--- config.mk ---
export PLATFORM = sky130hd
export DESIGN_NAME = axi_wr_slave_ctrl
export DESIGN_NICKNAME = d
export VERILOG_FILES = /design/src/rtl/axi_wr_slave_ctrl.sv
export SDC_FILE = /design/constraint.sdc
export NUM_CORES = 1
export LEC_CHECK = 0
export ABC_AREA = 1
export BUFFER_PORTS_ARGS = -buffer_cell sky130_fd_sc_hd__buf_4
export CAP_MARGIN = 0
export CORE_ASPECT_RATIO = 0.9
export CORE_MARGIN = 4
export CORE_UTILIZATION = 40
export CTS_CLUSTER_DIAMETER = 150
export CTS_CLUSTER_SIZE = 30
export DETAILED_ROUTE_END_ITERATION = 7
export PLACE_DENSITY_LB_ADDON = 0.3
export SETUP_SLACK_MARGIN = 0.02
export SYNTH_ARGS = -nofsm -noshare
export SYNTH_HDL_FRONTEND = slang
export SYNTH_SLANG_ARGS = --single-unit
--- constraint.sdc ---
create_clock -name aclk -period 8.2 [get_ports aclk]
set_input_delay 1.64 -clock aclk [delete_from_list [all_inputs] [get_ports aclk]]
set_output_delay 1.64 -clock aclk [all_outputs]
set_load 0.01 [all_outputs]
--- src/rtl/axi_wr_slave_ctrl.sv ---
// AXI4 write-channel slave: accepts one AW burst at a time, generates per-beat byte
// addresses (FIXED/INCR/WRAP), drives a registered memory write port and returns B.
module axi_wr_slave_ctrl #(
  parameter int DATA_WIDTH = 32,
  parameter int ADD_WIDTH  = 32
) (
  input  logic                    aclk,
  input  logic                    areset,
  input  logic [7:0]              awid,
  input  logic [ADD_WIDTH-1:0]    awaddr,
  input  logic [7:0]              awlen,
  input  logic [2:0]              awsize,
  input  logic [1:0]              awburst,
  input  logic                    awvalid,
  output logic                    awready,
  input  logic [DATA_WIDTH-1:0]   wdata,
  input  logic [DATA_WIDTH/8-1:0] wstrb,
  input  logic                    wlast,
  input  logic                    wvalid,
  output logic                    wready,
  output logic [7:0]              bid,
  output logic [1:0]              bresp,
  output logic                    bvalid,
  input  logic                    bready,
  output logic                    mem_we,
  output logic [ADD_WIDTH-1:0]    mem_addr,
  output logic [DATA_WIDTH-1:0]   mem_wdata,
  output logic [DATA_WIDTH/8-1:0] mem_wstrb
);

  localparam int         STRB_W   = DATA_WIDTH / 8;
  localparam logic [2:0] MAX_SIZE = 3'($clog2(STRB_W));

  // Handshakes: a transfer happens on a rising edge where valid and ready are both 1.
  // awready/wready/bvalid are registered from the next state, so each changes one
  // cycle after the handshake that moves the FSM.
  typedef enum logic [1:0] {
    IDLE = 2'd0,
    DATA = 2'd1,
    RESP = 2'd2
  } state_t;

  state_t state, state_nxt;

  logic                 aw_hs, w_hs, b_hs;
  logic [7:0]           id_q, len_q, beat_cnt;
  logic [2:0]           size_q;
  logic [1:0]           burst_q;
  logic [ADD_WIDTH-1:0] cur_addr, wrap_lo, wrap_hi, nxt_addr;
  logic                 err_q, sup_q;
  logic                 last_beat;

  logic [ADD_WIDTH-1:0] aw_s, aw_mask, aw_t;
  logic [ADD_WIDTH-1:0] cur_s;
  logic                 aw_wrap_len_ok, aw_bad;

  assign aw_hs     = awvalid & awready;
  assign w_hs      = wvalid & wready;
  assign b_hs      = bvalid & bready;
  assign last_beat = (beat_cnt == len_q);

  // Decode of the incoming AW request; only meaningful on the AW handshake cycle.
  always_comb begin
    aw_s           = ADD_WIDTH'(1) << awsize;
    aw_mask        = aw_s - ADD_WIDTH'(1);
    aw_t           = (ADD_WIDTH'(awlen) + ADD_WIDTH'(1)) << awsize;
    aw_wrap_len_ok = (awlen == 8'd1) || (awlen == 8'd3) || (awlen == 8'd7) || (awlen == 8'd15);
    aw_bad         = 1'b0;
    if (awburst == 2'b11) aw_bad = 1'b1;
    if (awsize > MAX_SIZE) aw_bad = 1'b1;
    if (awburst == 2'b10 && !aw_wrap_len_ok) aw_bad = 1'b1;
    if (awburst == 2'b10 && ((awaddr & aw_mask) != '0)) aw_bad = 1'b1;
  end

  // Address of the beat after the current one.
  always_comb begin
    cur_s    = ADD_WIDTH'(1) << size_q;
    nxt_addr = cur_addr;
    case (burst_q)
      2'b01:   nxt_addr = (cur_addr & ~(cur_s - ADD_WIDTH'(1))) + cur_s;
      2'b10:   nxt_addr = ((cur_addr + cur_s) == wrap_hi) ? wrap_lo : (cur_addr + cur_s);
      default: nxt_addr = cur_addr;
    endcase
  end

  always_comb begin
    state_nxt = state;
    case (state)
      IDLE:    if (aw_hs) state_nxt = DATA;
      DATA:    if (w_hs && last_beat) state_nxt = RESP;
      RESP:    if (b_hs) state_nxt = IDLE;
      default: state_nxt = IDLE;
    endcase
  end

  always_ff @(posedge aclk or posedge areset) begin
    if (areset) begin
      state   <= IDLE;
      awready <= 1'b0;
      wready  <= 1'b0;
      bvalid  <= 1'b0;
    end else begin
      state   <= state_nxt;
      awready <= (state_nxt == IDLE);
      wready  <= (state_nxt == DATA);
      bvalid  <= (state_nxt == RESP);
    end
  end

  // Burst context. sup_q blocks memory writes for protocol errors; a wlast
  // mismatch only flags err_q and the burst is still written.
  always_ff @(posedge aclk or posedge areset) begin
    if (areset) begin
      id_q     <= '0;
      len_q    <= '0;
      size_q   <= '0;
      burst_q  <= '0;
      cur_addr <= '0;
      wrap_lo  <= '0;
      wrap_hi  <= '0;
      beat_cnt <= '0;
      err_q    <= 1'b0;
      sup_q    <= 1'b0;
    end else if (aw_hs) begin
      id_q     <= awid;
      len_q    <= awlen;
      size_q   <= awsize;
      burst_q  <= awburst;
      cur_addr <= awaddr;
      wrap_lo  <= awaddr & ~(aw_t - ADD_WIDTH'(1));
      wrap_hi  <= (awaddr & ~(aw_t - ADD_WIDTH'(1))) + aw_t;
      beat_cnt <= '0;
      err_q    <= aw_bad;
      sup_q    <= aw_bad;
    end else if (w_hs) begin
      cur_addr <= nxt_addr;
      beat_cnt <= beat_cnt + 8'd1;
      if (wlast != last_beat) err_q <= 1'b1;
    end
  end

  always_ff @(posedge aclk or posedge areset) begin
    if (areset) begin
      mem_we    <= 1'b0;
      mem_addr  <= '0;
      mem_wdata <= '0;
      mem_wstrb <= '0;
    end else begin
      mem_we <= w_hs & ~sup_q;
      if (w_hs && !sup_q) begin
        mem_addr  <= cur_addr;
        mem_wdata <= wdata;
        mem_wstrb <= wstrb;
      end
    end
  end

  assign bid   = bvalid ? id_q : 8'd0;
  assign bresp = (bvalid && err_q) ? 2'b10 : 2'b00;

endmodule

## After elaboration in Yosys (flattened, before gate mapping)

Cells that the tools add are included.

- Add/subtract/negate cells: 8
- Order comparisons: 1
- Eq/ne operators: 15
- Shift operators: 3
- Mux-type cells: 19
- Bitwise operators: 10
- Reduce and logical (&&, ||, !) cells: 18

Operators by type and width:

| kind | count |
|---|---|
| adder 32 bit | 3 |
| bitwise AND 32 bit | 3 |
| two-way mux 32 bit | 3 |
| subtractor 32 x 1 -> 32 bit, second input constant | 3 |
| inverter 32 bit | 2 |
| one-hot mux 32 bit (2 select lines) | 1 |
| << shifter 1 x 3 -> 32 bit, first input constant | 2 |
| equality test 32 bit | 1 |
| nonzero test 32 bit | 1 |
| << shifter 9 x 3 -> 32 bit | 1 |
| two-way mux 8 bit | 3 |
| equality test 2 bit, second input constant | 5 |
| adder 8 x 1 -> 9 bit, second input constant | 1 |
| adder 8 x 1 -> 8 bit, second input constant | 1 |
| equality test 8 x 1 -> 1 bit, second input constant | 1 |
| equality test 8 x 2 -> 1 bit, second input constant | 1 |
| equality test 8 x 3 -> 1 bit, second input constant | 1 |
| equality test 8 x 4 -> 1 bit, second input constant | 1 |
| equality test 8 bit | 1 |
| two-way mux 2 bit | 4 |
| two-way mux 1 bit | 7 |
| equality test 2 x 1 -> 1 bit, second input constant | 3 |
| one-hot mux 2 bit (3 select lines) | 1 |
| logical AND 1 bit | 5 |
| other kinds (10) | 19 |

- Flip-flop bits (word level): 201
- Input port bits: 95

## Longest topological paths before layout

- Depth after elaboration: 9
- Gate-level depth with buffers: 31
- Depth with buffers taken out: 31

## Worst setup path before layout

OpenSTA, ideal clock, no wires.

- Path type: input to register
- From: input port awlen[1]
- To: register wrap_hi[23]
- Setup time: 0.117 ns
- Arrival time: 4.942 ns
- Setup slack: 3.141 ns
- Stages: 30
- Path buffers: 0
- Path through: inv_1 -> ha_1 -> inv_1 -> o21ai_0 -> inv_1 -> nand2_1 -> ha_1 -> nand2_1 -> inv_1 -> nand2_1 -> inv_2 -> nand2_1 -> nor2_2 -> inv_1 -> nor2_1 -> nand3_1 -> nor3_2 -> nand2_1 -> o21ai_0 -> a21oi_1 -> ha_1 -> nand2_1 -> nor4_1 -> nand2_1 -> nand2_1 -> nand2_1 -> nand2_2 -> nand2_1 -> o21ai_1 -> inv_1

- Cells in the longest elaborated chain, start to end: 6

Ends and longest elaborated chain:

| element | line | text |
|---|---|---|
| from (decl) | 11 | `input logic [7:0] awlen,` |
| adder 8 x 1 -> 9 bit (*) | 66 | `aw_t = (ADD_WIDTH'(awlen) + ADD_WIDTH'(1)) << awsize;` |
| << shifter 9 x 3 -> 32 bit (*) | 66 |  |
| subtractor 32 x 1 -> 32 bit | 131 | `wrap_hi <= (awaddr & ~(aw_t - ADD_WIDTH'(1))) + aw_t;` |
| inverter 32 bit | 131 |  |
| bitwise AND 32 bit | 131 |  |
| adder 32 bit (*) | 131 |  |
| to (signal assigned) | 131 |  |
| to (decl) | 49 | `logic [ADD_WIDTH-1:0] cur_addr, wrap_lo, wrap_hi, nxt_addr;` |

Mark *: on every way between the ends. The rest lies on a longest branch, timed or not.
A chain may end at the register's enable or synchronous reset.

## Worst setup path in the final report

- From: input port awlen[1]
- To: register wrap_hi[15]

The elaborated chain is that of the path after synthesis.

==> flow_summary.ini <==
[detailed_routing]
drt-initial-drc-count = 1426
vias = 14208
viasPerCell = 5.20
ant_nets = 0
drt_pass1_iterations = 7
drc_errors = 0
top_layer = met4
wirelength_um = 46800
met2_length_um = 18700
wl_met3_um = 4200
wl_per_cell_um = 17.1
wl_met1_um = 23000

[setup_path]
crit_path_top_delay_cell = ha_1
crit_fanout = 6
critPathCaptureType = flip-flop
max_stage_delay_ps = 370
cp_data_arrival_time_ps = 5720
required_ps = 8550
cpMostUsedCell = nand2_1
setup.worst_path.class = in2reg
critPathLaunchType = primary input

[place]
gp_congestion = 0.990
port-buffer-count = 175
place_ws_ps = 2360
hpwl_um = 35800
place_area_um2 = 15800

[finish]
final_nets = 2390
final_area_um2 = 16100
antenna_cells = 0
synthToLayoutAreaGrowth_pct = 13.8
drive_above_1_share = 0.134

[clock_network]
clockBufferDepth = 3
cts_buffers = 10
cts_tree = yes
cts-hold-fix-buffers = 0
cts_setup_buffers = 0
cts_sinks = 201
h-tree-depth = 1
cts_resized = 0
clk_latency_ps = 500
clk_pin_slew_worst_paths_ps = 120
cts_root_buffer = clkbuf_16

[floorplan]
die-area_um2 = 38400
die_h_um = 186
rows = 65
die_width_um = 206
start_util = 0.404
ioPinCount = 177
core_area_um2 = 35000

[sta]
fmax_ghz = 0.186
rsz0062_at_grt = false
maxSlewHeadroom = 0.339
skew_ps = 30.7
slew_violations = 0
setup_violations = 0
fin_crit_ps = 5380
period_share = 0.656
layout_setup_ws_ps = 2820
tightest_slew_ps = 991
fin_tns_setup_ps = 0
hold_violations = 0

[yosys]
ys_ff_latch = 201
seq_area_frac_synth = 0.356
synthCells = 2136
synth_area_per_cell_um2 = 6.61
yosys_warnings = 0
syn_area_um2 = 14100
syn_nets = 2262
synth_edf_count = 0
netlist-cell-type-count = 55
synthFlopType = dfrtp_1
synthArstFlopShare = 1.00

[grt]
grt_pass1_wl_um = 73200
grt_max_degree = 77
antenna_found_initial = 0
track_usage = 0.239
globalRouteOverflowTotal = 0
grt_pass1_vias = 12987

[power]
p_per_area_nw_per_um2 = 311
p_leak_uw = 0.00858
ir_worst_vdd_v = 0.000132

[status]
run_status = finished clean

[worst_hold_path]
hold_path_class = reg2reg

[flow_run]
cap_violations = 0
==> cell type report <==
type	count	area (um^2)
Sequential cell	201	5030
Clock buffer	11	275
Fill cell	3688	18900
Multi-Input combinational cell	1628	7880
Inverter	238	902
Clock inverter	1	11.3
Timing Repair Buffer	185	1390
Tap cell	469	587
==> synth_stat cells (10+ instances only) <==
master,count,area share
inv_1,224,0.060
o21ai_1,17,0.0060
o21ai_0,135,0.048
nand3_1,183,0.065
ha_1,30,0.027
nor3_1,20,0.0071
nor2_2,14,0.0062
buf_2,10,0.0035
a21oi_1,74,0.026
or2_2,16,0.0071
xor2_1,17,0.011
nand4_1,36,0.016
nand2_1,778,0.21
nor2_1,167,0.044
nand2_2,17,0.0075
o211ai_2,12,0.011
dfrtp_1,201,0.36
xnor2_1,15,0.0093
clkbuf_1,43,0.011
inv_2,10,0.0027
o211ai_1,11,0.0058
==> routing by layer <==
metal,up-vias,GRT usage
li1,7113,-
met5,-,0
met2,567,0.343
met4,0,0.0439
met3,42,0.0390
met1,6486,0.378
==> state kept, by name (all words and copies together), names as in the netlist <==
name / count
bvalid: 1
beat_cnt: 8
len_q: 8
wrap_lo: 32
state: 2
mem_addr: 32
size_q: 3
mem_we: 1
cur_addr: 32
sup_q: 1
wrap_hi: 32
mem_wstrb: 4
err_q: 1
burst_q: 2
id_q: 8
wready: 1
awready: 1
mem_wdata: 32
==> cell families after synthesis <==
family                   share of synthesized area
AO/OA/AOI/OAI                                0.120
XOR/XNOR                                    0.0214
adder cells (fa/ha/maj)                     0.0280
buffers and inverters                       0.0871
flip-flops                                   0.356
other                                     0.000265
AND/OR/NAND/NOR                              0.387
==> layout by cell type, fill, tap and decap left out, types with 3 or more instances in the layout <==
master     instances
nand3_1          183
nor3_2             6
nor2_2            16
a32o_1             3
ha_1              30
nand2_2           17
o21a_1             9
o211ai_1          11
inv_1            223
o22ai_1            6
dfrtp_1          201
a31oi_1            3
buf_4            185
nand2_1          777
a22oi_1            6
nand4_1           36
o21ai_0          135
or2_2             16
nor2_4             7
nor3_1            20
xor2_1            17
inv_2             12
a21oi_2            3
a21oi_1           74
nand3_2            9
xnor2_1           15
o21ai_1           17
nor2_1           165
clkbuf_16         11
nand3b_1           8
o211ai_2          12
o31ai_1            3
==> critical path: cells and delay by family <==
| kind | cells | cell delay, ps |
|---|---|---|
| AOI/OAI and AO/OA | 7 | 1060 |
| buffers and inverters | 7 | 530 |
| and+or+nand+nor | 12 | 1630 |
| adders and majority gates | 3 | 840 |
==> where the power goes <==
part | switching, uW | internal, uW | leakage, uW | total [uW]
Clock | 338 | 247 | 0.000142 | 584
Combinational | 1720 | 970 | 0.00594 | 2690
Sequential | 329 | 1390 | 0.00250 | 1720
Total | 2390 | 2610 | 0.00858 | 5000
==> metrics by stage <==
| step | hold slack [ps] | util | cells | power, uW |
|---|---|---|---|---|
| after floorplan | 449 | - | 2136 | 3450 |
| after global placement | 456 | 0.451 | 2721 | 4340 |
| after detailed placement | 459 | 0.451 | 2721 | 4390 |
| after CTS | 489 | 0.460 | 2733 | 4990 |
| after global routing | 498 | 0.460 | 2733 | 5440 |
| final | 485 | 0.460 | 2733 | 5000 |
==> worst paths after layout <==
kind                                from             to  slack (ps)  depth (start not counted)
setup / recovery                awlen[1]    wrap_hi[15]        2820                         29
hold / removal             mem_wdata[26]  mem_wdata[26]         490                          2
setup reg to reg               size_q[0]   cur_addr[27]        3490                         19
hold reg to reg            mem_wdata[26]  mem_wdata[26]         490                          2
max in group asynchronous         areset   cur_addr[26]        5590                          3
min in group asynchronous         areset  mem_wdata[22]        1180                          2
No activity file was read; power rests on OpenSTA's default activity.
